<file path="src/rtl/bus_arbiter_mux.sv">
// Fixed-priority shared-bus arbiter/mux: the lowest-index enabled source drives
// the bus, an idle bus optionally holds the last driven value, and multiple
// simultaneous drivers are flagged, snapshotted and counted.
module bus_arbiter_mux #(
    parameter int BUS_WIDTH   = 8,
    parameter int NUM_SOURCES = 6,
    parameter int HOLD_LAST   = 1,
    parameter int CNT_WIDTH   = 8,
    localparam int IDX_W      = (NUM_SOURCES > 2) ? $clog2(NUM_SOURCES) : 1
) (
    input  logic                             i_clk,
    input  logic                             i_reset_n,
    input  logic [NUM_SOURCES-1:0]           i_out_en,
    input  logic [NUM_SOURCES*BUS_WIDTH-1:0] i_src_data,
    input  logic                             i_err_clr,
    output logic [BUS_WIDTH-1:0]             o_bus,
    output logic [BUS_WIDTH-1:0]             o_bus_q,
    output logic                             o_bus_valid,
    output logic [IDX_W-1:0]                 o_driver_idx,
    output logic                             o_contention,
    output logic                             o_contention_sticky,
    output logic [NUM_SOURCES-1:0]           o_contention_mask,
    output logic [CNT_WIDTH-1:0]             o_contention_cnt
);

    logic                   win_found;
    logic [IDX_W-1:0]       win_idx;
    logic [BUS_WIDTH-1:0]   win_data;
    logic                   any_en;
    logic                   contention;
    logic [BUS_WIDTH-1:0]   bus;

    logic [BUS_WIDTH-1:0]   last_q,    last_d;
    logic [BUS_WIDTH-1:0]   bus_q,     bus_d;
    logic                   valid_q,   valid_d;
    logic                   sticky_q,  sticky_d;
    logic [NUM_SOURCES-1:0] mask_q,    mask_d;
    logic [CNT_WIDTH-1:0]   cnt_q,     cnt_d;

    // Priority pick: scanning from the top down lets the lowest enabled index overwrite last.
    always_comb begin
        win_found = 1'b0;
        win_idx   = '0;
        win_data  = '0;
        for (int k = NUM_SOURCES - 1; k >= 0; k--) begin
            if (i_out_en[k]) begin
                win_found = 1'b1;
                win_idx   = IDX_W'(k);
                win_data  = i_src_data[k*BUS_WIDTH +: BUS_WIDTH];
            end
        end
    end

    // Bus value and contention detect; clearing the lowest set bit leaves a residue only if two or more enables are set.
    always_comb begin
        any_en     = |i_out_en;
        contention = (i_out_en & (i_out_en - {{(NUM_SOURCES-1){1'b0}}, 1'b1})) != '0;
        if (win_found) begin
            bus = win_data;
        end else if (HOLD_LAST != 0) begin
            bus = last_q;
        end else begin
            bus = '0;
        end
    end

    // Next-state for the hold register, bus pipeline and contention bookkeeping; a new contention beats a same-cycle clear.
    always_comb begin
        last_d   = any_en ? bus : last_q;
        bus_d    = bus;
        valid_d  = any_en;
        sticky_d = sticky_q;
        mask_d   = mask_q;
        cnt_d    = cnt_q;
        if (contention) begin
            sticky_d = 1'b1;
            if (!sticky_q || i_err_clr) begin
                mask_d = i_out_en;
            end
            if (i_err_clr) begin
                cnt_d = CNT_WIDTH'(1);
            end else if (cnt_q != '1) begin
                cnt_d = cnt_q + CNT_WIDTH'(1);
            end
        end else if (i_err_clr) begin
            sticky_d = 1'b0;
            mask_d   = '0;
            cnt_d    = '0;
        end
    end

    // State registers, all cleared immediately by reset.
    always_ff @(posedge i_clk or negedge i_reset_n) begin
        if (!i_reset_n) begin
            last_q   <= '0;
            bus_q    <= '0;
            valid_q  <= 1'b0;
            sticky_q <= 1'b0;
            mask_q   <= '0;
            cnt_q    <= '0;
        end else begin
            last_q   <= last_d;
            bus_q    <= bus_d;
            valid_q  <= valid_d;
            sticky_q <= sticky_d;
            mask_q   <= mask_d;
            cnt_q    <= cnt_d;
        end
    end

    assign o_bus               = bus;
    assign o_bus_q             = bus_q;
    assign o_bus_valid         = valid_q;
    assign o_driver_idx        = win_idx;
    assign o_contention        = contention;
    assign o_contention_sticky = sticky_q;
    assign o_contention_mask   = mask_q;
    assign o_contention_cnt    = cnt_q;

endmodule

</file>
<file path="config.mk">
export PLATFORM = sky130hd
export DESIGN_NAME = bus_arbiter_mux
export DESIGN_NICKNAME = d
export VERILOG_FILES = /design/src/rtl/bus_arbiter_mux.sv
export SDC_FILE = /design/constraint.sdc
export NUM_CORES = 1
export LEC_CHECK = 0
export CORE_ASPECT_RATIO = 0.9
export CORE_MARGIN = 2
export CORE_UTILIZATION = 41
export CTS_BUF_LIST = sky130_fd_sc_hd__clkbuf_2
export CTS_CLUSTER_DIAMETER = 100
export CTS_CLUSTER_SIZE = 14
export DETAILED_ROUTE_END_ITERATION = 8
export PLACE_DENSITY_LB_ADDON = 0.08
export REMOVE_ABC_BUFFERS = 1
export SETUP_SLACK_MARGIN = 0.15
export SYNTH_ARGS = -nofsm -noshare
export SYNTH_HDL_FRONTEND = slang
export SYNTH_SLANG_ARGS = --single-unit
</file>
<file path="constraint.sdc">
create_clock -name i_clk -period 2.01 [get_ports i_clk]
set_input_delay 0.3015 -clock i_clk [delete_from_list [all_inputs] [get_ports i_clk]]
set_output_delay 0.3015 -clock i_clk [all_outputs]
set_load 0.02 [all_outputs]
</file>
* Word level (Yosys, flattened, before mapping) *
Cells that the tools add are included.

word-level totals
  memories = 0
  register bits = 32
  memory bits (writable) = 0
  bits in latches = 0
  input bits = 57
  word-level logic and storage cells = 47
  memory bits (read-only) = 0

cells by class
  reductions and logical operators = 8
  shift operators = 0
  bitwise gates (word level) = 1
  div/mod/pow operators = 0
  $lt $le $gt $ge = 0
  $mul = 0
  $add $sub $neg = 2
  eq/ne operators = 2
  mux-type cells = 28

operator list
  operator               number
  $mux W8                11
  $mux W3                6
  $mux W6                3
  $add A8 B1 Y8 const B  1
  $mux W1                8
  $ne A8 B8 Y1 const B   1
  $and A6 B6 Y6          1
  $reduce_bool A6 Y1     1
  $reduce_or A6 Y1       1
  $sub A6 B1 Y6 const B  1
  $reduce_and A2 Y1      2
  $reduce_bool A2 Y1     2
  $ne A2 B1 Y1 const B   1
  $logic_not A1 Y1       1
  $logic_or A1 B1 Y1     1

* Longest topological paths before layout *
Gate-level depths: netlist of run 1.

  word-level depth = 7
  depth in mapped cells = 6
  gate-level depth less buffers = 5

* Worst setup path before layout of run 1 *
OpenSTA, ideal clock, no wires.

  kind = input to output
  start point = in i_out_en[5]
  end point = out o_bus[0]
  arrival = 1.572 ns
  cell stages on the path = 5
  path slack = 0.137 ns
  path buffers = 1
  cell sequence = nor2b_1 > clkbuf_1 > a221oi_1 > o31a_1 > o21ai_0

between the ends
  longest elaborated chain between the ends = 7
  elaborated cells on any way between the ends = 13
  classes of those cells = 13 x mux

ends and longest elaborated chain
  item                                                    line  text
  from (decl)                                             13    input logic [NUM_SOURCES-1:0] i_out_en,
  $mux W8 / $mux W1 (equally long branches) (6 in a row)  46    if (i_out_en[k]) begin
  $mux W8 *                                               58    if (win_found) begin
  to (decl)                                               16    output logic [BUS_WIDTH-1:0] o_bus,

Every way passes the cells marked *; elsewhere a longest branch is shown, timed or not.

* Worst setup path after layout of run 1 *
  start point = in i_out_en[4]
  end point = out o_bus[4]

between the ends
  longest elaborated chain between the ends = 6
  elaborated cells on any way between the ends = 11
  classes of those cells = 11 x mux

ends and longest elaborated chain
  item                                                    line
  $mux W8 / $mux W1 (equally long branches) (5 in a row)  46
  $mux W8 *                                               58

Marked as above.

==> metrics.md, run 1 <==
| Metric | Value |
|---|---|
| Seq/Total Area, Yosys | 0.4533 |
| Finished Cell Area | 3231 um2 |
| PwrDens | approximately 520 nW/um2 |
| Main combinational cell family by area after synthesis | compound AO/OA/AOI/OAI gates |
| Top cells by area, synth | dfrtp_1, a22o_1, a21oi_1 |
| Count of buffers from port buffering | 92 |
| Status | completed |
| Share of cells above drive strength 1 | 0.3168 |
| Total iterations of the first detailed-routing run | 4 |
| Dpl hpwl | 3833 um |
| H-tree levels | 2 |
| Placer congestion estimate | 0.8295 |
| Layout Nets | 360 |
| Internal | 1114 uW |
| Maximum vdd ir drop | 0.4264 mV |
| Hold Crit Start | i_out_en[4] |
| Core Util, Final | 0.7877 |
| Initial Util | 0.4308 |
| Vias in the first global route | 1879 |
| Num ports | 93 |
| Congestion Overflow GR | 0 |
| Area grow syn2layout | 82.86% |
| Worst Hold Class | primary input to register |
| Post-Synth Adder-Cell Area | 0.007082 |
| Final min period | 1930 ps |
| Slew margin rel. | 0.7079 |
| Final Slew Violations | 0 |
| Total Wirelength | 6183 um |
| Setup Skew | 6.339 ps |
| Startpoint Class | primary input |
| Final period util | 0.9604 |
| RR Startpoint | o_contention_cnt[0] |
| Flop2flop setup slack | slightly above 300 ps |
| Cell Count, Final, Fillers Out | 351 |
| Arrival @ worst endpoint | around 1600 ps |
| Area leader, netlist | dfrtp_1 |
| Setup violators final | 0 |
| Largest net degree at the start of global routing | 33 |
| Clock Path Buffers | 2 |
| Slowest cell on the critical path | or4_4 |
| Die area | approximately 4900 um2 |
| RSZ-0062 raised after global routing | yes |
| Hold Buf Count CTS | 0 |
| Synthesized cell area | 1767 um2 |
| Logic pwr share | 0.376 |
| Clk sink count | 32 |
| DRC | 0 |
| Cts bufs inserted | 5 |
| Fmax | 0.5180 GHz |
| Sw Pwr | 573.9 uW |
| Yosys reg bits | 32 |
| Setup TNS | 0 ps |
| Initial drt markers | 93 |
| Clock share of power | 0.187 |
| CP Capture Type | output port |
| Flop pwr share | 0.437 |
| Worst flop-to-flop path endpoint | o_contention_cnt[5] |
| Synth Area in Simple Gates | 0.1551 |
| Global-route wire length before repair | 9108 um |
| Antenna diode count | 0 |
| Final hold slack | 247.4 ps |
| Initial antenna violation count | 0 |
| Worst Hold Depth | 3 |
| DR vias/cell | 5.578 |
| Tightest Pin Transition | roughly 440 ps |
| Core Footprint | 4101 um2 |
| YS warnings | 0 |
| Routed len/inst | 17.62 um |
| Multiplexer area fraction after synthesis | 0.01912 |
| Crit-path cells | buf_6 -> or4_4 -> nor2_4 -> inv_6 -> o22ai_4 -> a21oi_2 -> buf_4 |
| Chip height | 66.28 um |
| Worst reg-to-reg path cell count | 5 |
| Syn Inst Count | about 180 |
| CTS tree | done |
| Dpl cells | 333 |
| Overall global routing resource usage | 0.2523 |
| Lkg Pwr | about 0.0014 uW |
| Max_cap viols | 0 |
| Setup Crit Path Kind | primary input to output port |
| Critical path peak fanout | 7 |
| Worst EP required | 1710 ps |
| Slowest cell delay on critical path | roughly 530 ps |
| Sw frac | 0.3400 |
| Crit path from | i_out_en[4] |
| Area fraction of the dominant cell type after synthesis | 0.4533 |
| Hold EP | o_contention_mask[4] |
| Fill cell count | 271 |
| Xor/xnor share of the synthesized area | 0 |
| Row count | 22 |
| Final Hold Fails | 0 |
| Width of the die | approximately 73 um |
| Worst-path clk slew | 170 ps |
| Most common cell after layout, fill and taps aside | clkdlybuf4s50_1 |
| Syn avg cell area | 9.707 um2 |
| Most frequent cells in the layout | clkdlybuf4s50_1, dfrtp_1, buf_4 |
| Placed cell areas | 2869 um2 |
| Synth Area in Compound Gates | 0.2953 |
| Detail Route Antenna Nets | 0 |
| Via count | 1958 |
| Worst skew pair latency | 390 ps |
| Yosys cell types | 38 |
| Root Buffer | clkbuf_2 |
cells by family (layout without fill, tap and decap cells):
kind of cell | Yosys count | count (layout)
muxes | 3 | 3
buffers and inverters | 29 | 149
and+or+nand+nor | 47 | 48
AOI/OAI and AO/OA | 70 | 70
DFF | 32 | 32
adders and majority gates | 1 | 1
per-stage QoR:
stage                     power [uW]  setup WS, ps
after floorplan                954.2         96.61
after global placement          1283        -747.5
after detailed placement        1285        -772.6
after CTS                       1665         115.1
after global routing            1769         48.25
final                           1688         79.55
registers in the layout, summed over array words and instances, names as in the netlist:
signal               flops
o_bus_valid              1
o_contention_mask        6
o_bus_q                  8
o_contention_sticky      1
o_contention_cnt         8
last_q                   8
per-layer routing:
| metal | share of wire | vias up | track usage | wire, um |
|---|---|---|---|---|
| li1 | - | 932 | - | - |
| met1 | 0.43 | 927 | 0.3241 | 2634 |
| met2 | 0.48 | 82 | 0.3896 | 2945 |
| met3 | 0.074 | 17 | 0.08994 | 459 |
| met4 | 0.023 | 0 | 0.09028 | 144 |
| met5 | 0 | - | 0 | 0 |
power groups by stage:
stage | Clock (uW) | Combinational [uW] | Sequential, uW
final | 316 | 634 | 738
after global placement | 0 | 541 | 742
after CTS | 321 | 608 | 736
after detailed placement | 0 | 544 | 742
after global routing | 350 | 674 | 745
after floorplan | 0 | 164 | 790
worst max-delay path by stage:
stage / to / slack, ps / depth (start not counted)
floorplan: o_bus[0] / 100 / 4
global placement: o_bus[6] / -750 / 6
detailed placement: o_bus[1] / -770 / 7
CTS: o_bus[4] / 120 / 7
global route: o_bus[4] / 50 / 7
finish: o_bus[4] / 80 / 7
synthesized netlist by cell type:
cell       count
o31ai_1        7
a21oi_1       15
nor3_1         2
inv_1         17
clkbuf_1       9
o41ai_1        3
o31a_1         3
nor2b_1        6
or2_1          1
or4_4          1
dfrtp_1       32
a22o_1        12
nand2b_1       8
mux2_2         3
o21ai_0        5
buf_6          2
nor4_1         6
clkinv_1       1
a211oi_1       1
a221oi_1       8
nor3_2         1
nand4_1        1
o311ai_0       1
o311a_4        1
ha_1           1
o2111ai_1      1
nand2_1        6
or4_1          3
nand3_1        2
nor2_4         1
o22ai_1        8
a22oi_1        2
or2_2          1
nor2_1         7
a211o_1        1
and3_1         1
o221a_2        1
o311a_1        1
timing repair:
item,CTS,global route
cloned,2,0
pin swaps,12,3
gates resized for setup,125,10
endpoints found under the setup margin,25,12
setup buffers,5,3
area by class of cell:
type                            count  area, um2  area share
Inverter                           18      72.57     0.02246
Multi-Input combinational cell    122       1094      0.3385
Timing Repair Buffer              123       1165      0.3606
Clock buffer                        5      25.02    0.007746
Clock inverter                      3      13.76    0.004260
Tap cell                           48      60.06     0.01859
Sequential cell                    32      800.8      0.2479
worst max-delay path: cells and delay by family:
family | cells | cell delay [ps]
and+or+nand+nor | 2 | 720
buffers and inverters | 3 | 380
AOI/OAI and AO/OA | 2 | 210
Power figures use the tool's default switching activity.
==> inputs of run 2 (changes only) <==
--- a/config.mk
+++ b/config.mk
@@ -5,7 +5,7 @@
 export SDC_FILE = /design/constraint.sdc
 export NUM_CORES = 1
 export LEC_CHECK = 0
-export CORE_ASPECT_RATIO = 0.9
+export CORE_ASPECT_RATIO = 2
 export CORE_MARGIN = 2
 export CORE_UTILIZATION = 41
 export CTS_BUF_LIST = sky130_fd_sc_hd__clkbuf_2
==> run 2 against run 1 <==
  * Critical path depth up 1
  * Sequential power about the same
  * Largest power group unchanged
  * Sequential cell count unchanged
==> metrics.md, run 2 (same netlist as run 1, synthesis figures left out) <==
| Metric | Value |
|---|---|
| Hold Buf Count CTS | 0 |
| RR Startpoint | o_contention_cnt[0] |
| Final period util | 0.9326 |
| Worst EP required | 1710 ps |
| CTS tree | done |
| Worst Hold Class | primary input to async pin |
| Clk sink count | 32 |
| Row count | 33 |
| Arrival @ worst endpoint | 1570 ps |
| Crit path from | i_out_en[5] |
| Count of buffers from port buffering | 92 |
| Cts bufs inserted | 5 |
| Initial antenna violation count | 0 |
| Layout Nets | 363 |
| Slew margin rel. | 0.7183 |
| Width of the die | 50.42 um |
| H-tree levels | 2 |
| Total iterations of the first detailed-routing run | 4 |
| Detail Route Antenna Nets | 0 |
| Final min period | between 1500 and 2000 ps |
| Core Footprint | 4129 um2 |
| Post-Place Setup Slack | -747.5 ps |
| Setup Skew | ~13 ps |
| Initial Util | 0.4279 |
| Congestion Overflow GR | 0 |
| Routed len/inst | 16.68 um |
| Setup Crit Path Kind | primary input to output port |
| Worst skew pair latency | 360 ps |
| Via count | 1964 |
| Global-route wire length before repair | 9722 um |
| Status | completed |
| Worst flop-to-flop path endpoint | o_contention_cnt[5] |
| Most common cell after layout, fill and taps aside | clkdlybuf4s50_1 |
| Startpoint Class | primary input |
| Antenna diode count | 0 |
| DRC | 0 |
| Total Wirelength | roughly 6000 um |
| Area grow syn2layout | 88.46% |
| DR vias/cell | 5.501 |
| Initial drt markers | 21 |
| Critical path peak fanout | 7 |
| Worst reg-to-reg path cell count | 5 |
| Placer congestion estimate | 0.7645 |
| Lkg Pwr | 0.001454 uW |
| Num ports | 93 |
| Chip height | 96.83 um |
| Vias in the first global route | 2115 |
| Power Total | 1682 uW |
| Largest net degree at the start of global routing | 33 |
| Final Slew Violations | 0 |
| Maximum vdd ir drop | 0.3585 mV |
| Max_cap viols | 0 |
| Final Hold Fails | 0 |
| RSZ-0062 raised after global routing | yes |
| Overall global routing resource usage | 0.2573 |
| Final setup margin | 135.5 ps |
| Tightest Pin Transition | 421.0 ps |
| Flop2flop setup slack | roughly 240 ps |
| Dpl hpwl | about 4200 um |
| Worst-path clk slew | 160 ps |
| Clock Path Buffers | 2 |
| Share of cells above drive strength 1 | 0.3443 |
| CP Capture Type | output port |
| Fmax | 0.5335 GHz |
| Die area | just under 5000 um2 |
| Root Buffer | clkbuf_2 |
| Most frequent cells in the layout | clkdlybuf4s50_1, dfrtp_1, buf_4 |
| Setup violators final | 0 |
| PwrDens | 505.2 nW/um2 |
==> run 2: changes by cell type in the layout (fill, tap and decap cells not counted), moves of 3 or more <==
cell,delta
clkdlybuf4s50_1,-7
dlymetal6s2s_1,+7
inv_1,-4
inv_2,+4
buf_6,+3
==> run 2: where the power goes <==
group / switching [uW] / internal, uW
registers: 38.9 / 699
clock network: 214 / 83.0
logic: 303 / 343
==> run 2: worst max path at each step <==
stage,end
5_1_grt,o_bus[1]
6_report,o_bus[5]
3_3_place_gp,o_bus[5]
3_5_place_dp,o_bus[4]
4_1_cts,o_bus[0]
2_1_floorplan,o_bus[0]
==> run 2: per-layer routing <==
metal | GRT usage | vias up | routed length, um
met4 | 0.09771 | 0 | 159
met3 | 0.05093 | 11 | 320
met2 | 0.4919 | 84 | 3506
li1 | - | 939 | -
met5 | 0 | - | 0
met1 | 0.2578 | 930 | 1969
==> run 2: metrics by stage <==
stage,utilization,TNS (ps),instances,area [um2],hold slack (ps)
2_1_floorplan,-,0,171,1710,5.909
3_3_place_gp,0.7106,-12350,345,2934,477.5
3_5_place_dp,0.7106,-13380,345,2934,487.6
4_1_cts,0.7882,0,354,3254,315.8
5_1_grt,0.8064,0,357,3329,303.3
6_report,0.8064,0,357,3329,301.2
==> run 2: layout make-up <==
class                           count  area, um2
Sequential cell                    32      800.8
Fill cell                         254      799.5
Inverter                           18      72.57
Clock inverter                      1      5.005
Clock buffer                        6      30.03
Tap cell                           52      65.06
Timing Repair Buffer              127       1212
Multi-Input combinational cell    121       1144
==> run 2: timing repair <==
| item | 4_1_cts | 5_1_grt |
|---|---|---|
| pin swaps | 20 | 17 |
| endpoints found under the setup margin | 25 | 11 |
| resized for setup | 128 | 23 |
| buffers inserted | 2 | 3 |
| gates cloned | 0 | 0 |
==> run 2: worst max-delay path: stages <==
cell	delay, ps
clkdlybuf4s15_2	200
nor2b_4	130
buf_6	140
a221oi_4	250
o31ai_2	90
buf_4	150
a21oi_4	160
buf_6	140
==> variant, RTL diff (flow settings as in run 1) <==
Remove the register `bus_q`: a continuous assignment takes its place, so the output `o_bus_q` follows one clock earlier.
--- a/src/rtl/bus_arbiter_mux.sv
+++ b/src/rtl/bus_arbiter_mux.sv
@@ -93,20 +93,20 @@
     always_ff @(posedge i_clk or negedge i_reset_n) begin
         if (!i_reset_n) begin
             last_q   <= '0;
-            bus_q    <= '0;
             valid_q  <= 1'b0;
             sticky_q <= 1'b0;
             mask_q   <= '0;
             cnt_q    <= '0;
         end else begin
             last_q   <= last_d;
-            bus_q    <= bus_d;
             valid_q  <= valid_d;
             sticky_q <= sticky_d;
             mask_q   <= mask_d;
             cnt_q    <= cnt_d;
         end
     end
+
+    assign bus_q = bus_d;
 
     assign o_bus               = bus;
     assign o_bus_q             = bus_q;
Behaviour: not the same (a bounded check fails within 4 cycles, from zero or initial values and one cycle with i_reset_n low).
==> variant against run 1 <==
  * Count of clock-buffer cells in the layout decreased by 2
  * Sequential share of layout area is 4.6 points lower
  * Wire length fell by 9.8%
  * Final cell count rose by 1.4%
  * Power is 11% lower
  * Sequential cell count down 8
  * Synthesized cell count down 1.6%
  * Worst setup slack worse by 3.3 ps
  * First-iteration DRC count decreased by 16%
  * Area after synthesis down 13%
  * Sequential power decreased by 24%
  * Clock skew rose by 4.1 ps
  * Combinational power decreased by 2%
  * Design area is 7.5% lower
==> variant: results (changes against run 1) <==
crit path DAT=1630 ps (about the same); synth cell count leaders=nor2_1 (31), dfrtp_1 (24), a21oi_1 (17) (was dfrtp_1 (32), inv_1 (17), a21oi_1 (15)); Layout Skew=10.43 ps (was 6.339 ps); Layout Nets=369 (was 360); Peak supply drop=0.0004002 V (was 0.0004264 V); worst hold path class=in2async (was in2reg); Skew-Pair Late Insertion Delay=340 ps (was 390 ps); Reg2Reg Setup Slack=290 ps (was 310 ps); Worst Max-Slew Pin Slew=297.5 ps (was 435.8 ps); All-Layer GR Usage=25.57% (was 25.23%); layout cell share with drive strength beyond 1=38.39% (was 31.68%); hold slack=280.4 ps (was 247.4 ps); number of global-route vias before repair=1707 (was 1879); post-synthesis sequential area ratio=39.22% (was 45.33%); dpl hpwl=3.920 mm (was 3.833 mm); # fillers=235 (was 271); Area after DPL=2666 um^2 (was 2869 um^2); Leak Pwr=1.307 nW (was 1.379 nW); Place WS=-739.5 ps (was -772.6 ps); first-pass GRT wire length=8.197 mm (was 9.108 mm); Int Pwr=1.035 mW (was 1.114 mW); top cells by area, synth=dfrtp_1 (39%), nor2_1 (7.6%), a21oi_1 (5.6%) (was dfrtp_1 (45%), a22o_1 (5.9%), a21oi_1 (4.2%)); Final GP Congestion=0.7986 (was 0.8295); Clock transition at path regs=230 ps (was 170 ps); met1 usage=33.68% (was 32.41%); Port-buffer cells=92 (unchanged); WL per Instance=15.66 um (was 17.62 um); status=finished, final reports clean (unchanged); H-tree depth=1 (was 2); met2 Use GR=44.09% (was 38.96%); post-route non-filler standard cell count=356 (was 351); Via Count=1904 (was 1958); Syn Inst Count=179 (was 182); post-layout min period=1934 ps (was 1930 ps); largest net degree at the start of global routing=25 (was 33); met3 Usage GRT=5.225% (was 8.994%); worst-path fanout max=2 (was 7)
==> variant: cell count changes in the layout (fill, tap and decap cells not counted), sizes merged, moves of 7 or more <==
| cell | delta |
|---|---|
| dfrtp | -8 |
| inv | -8 |
| o31ai | -7 |
| a311oi | +7 |
| a22o | -12 |
| nor2 | +23 |
| buf | +31 |
| clkdlybuf4s50 | -17 |
==> variant: worst paths after layout <==
check                                          start                    to  cells after the start
worst max register to register   o_contention_cnt[0]   o_contention_cnt[4]                      7
max in group asynchronous                  i_reset_n   o_contention_cnt[2]                      2
worst max-delay path                  i_src_data[43]            o_bus_q[3]                      6
worst min register to register  o_contention_mask[0]  o_contention_mask[0]                      1
worst min-delay path                       i_reset_n             last_q[1]                      2
min in group i_clk                       i_out_en[4]  o_contention_mask[4]                      3
==> variant: metal layers <==
metal	part of all wire, %	wire (um)	vias to the layer above
met5	0	0	-
met4	0.86	48	0
met3	6.6	369	4
met2	51	2833	68
met1	42	2324	907
li1	-	-	925
==> variant: what timing repair did <==
action	4_1_cts	5_1_grt
buffers inserted	15	4
pin swaps	16	18
endpoints found under the setup margin	33	21
resized for setup	148	34
==> variant: cell type report <==
class	instances	area, um^2	share of cell area [%]
timing repair buffer	144	1309	43.80
tap	46	57.56	1.926
inverter	9	41.29	1.382
sequential	24	603.1	20.18
clock buffer	3	15.01	0.5025
clock inverter	1	30.03	1.005
multi-input combinational	129	932.1	31.20
==> variant: power groups by stage <==
stage	Sequential [mW]	Combinational (mW)	Clock [mW]
floorplan	0.588	0.176	0
global placement	0.559	0.551	0
detailed placement	0.560	0.557	0
CTS	0.553	0.587	0.323
global route	0.564	0.668	0.346
finish	0.560	0.623	0.318
==> variant: critical path, cell delays in order <==
cell and delay [ps]:
clkdlybuf4s50_1 430, a221oi_2 260, nor3_1 90, a21oi_1 260, o21ai_2 120, buf_4 170
==> variant: logic make-up (layout without fill, tap and decap cells) <==
kind of cell    count (synthesis)  count (layout)  share of synthesized area, %
simple gates                   64              64                         20.10
flops                          24              24                         39.22
buf+inv                        26             157                         9.151
fa+ha+maj                       2               2                         1.470
mux                             1               1                        0.6536
compound gates                 62              62                         29.41
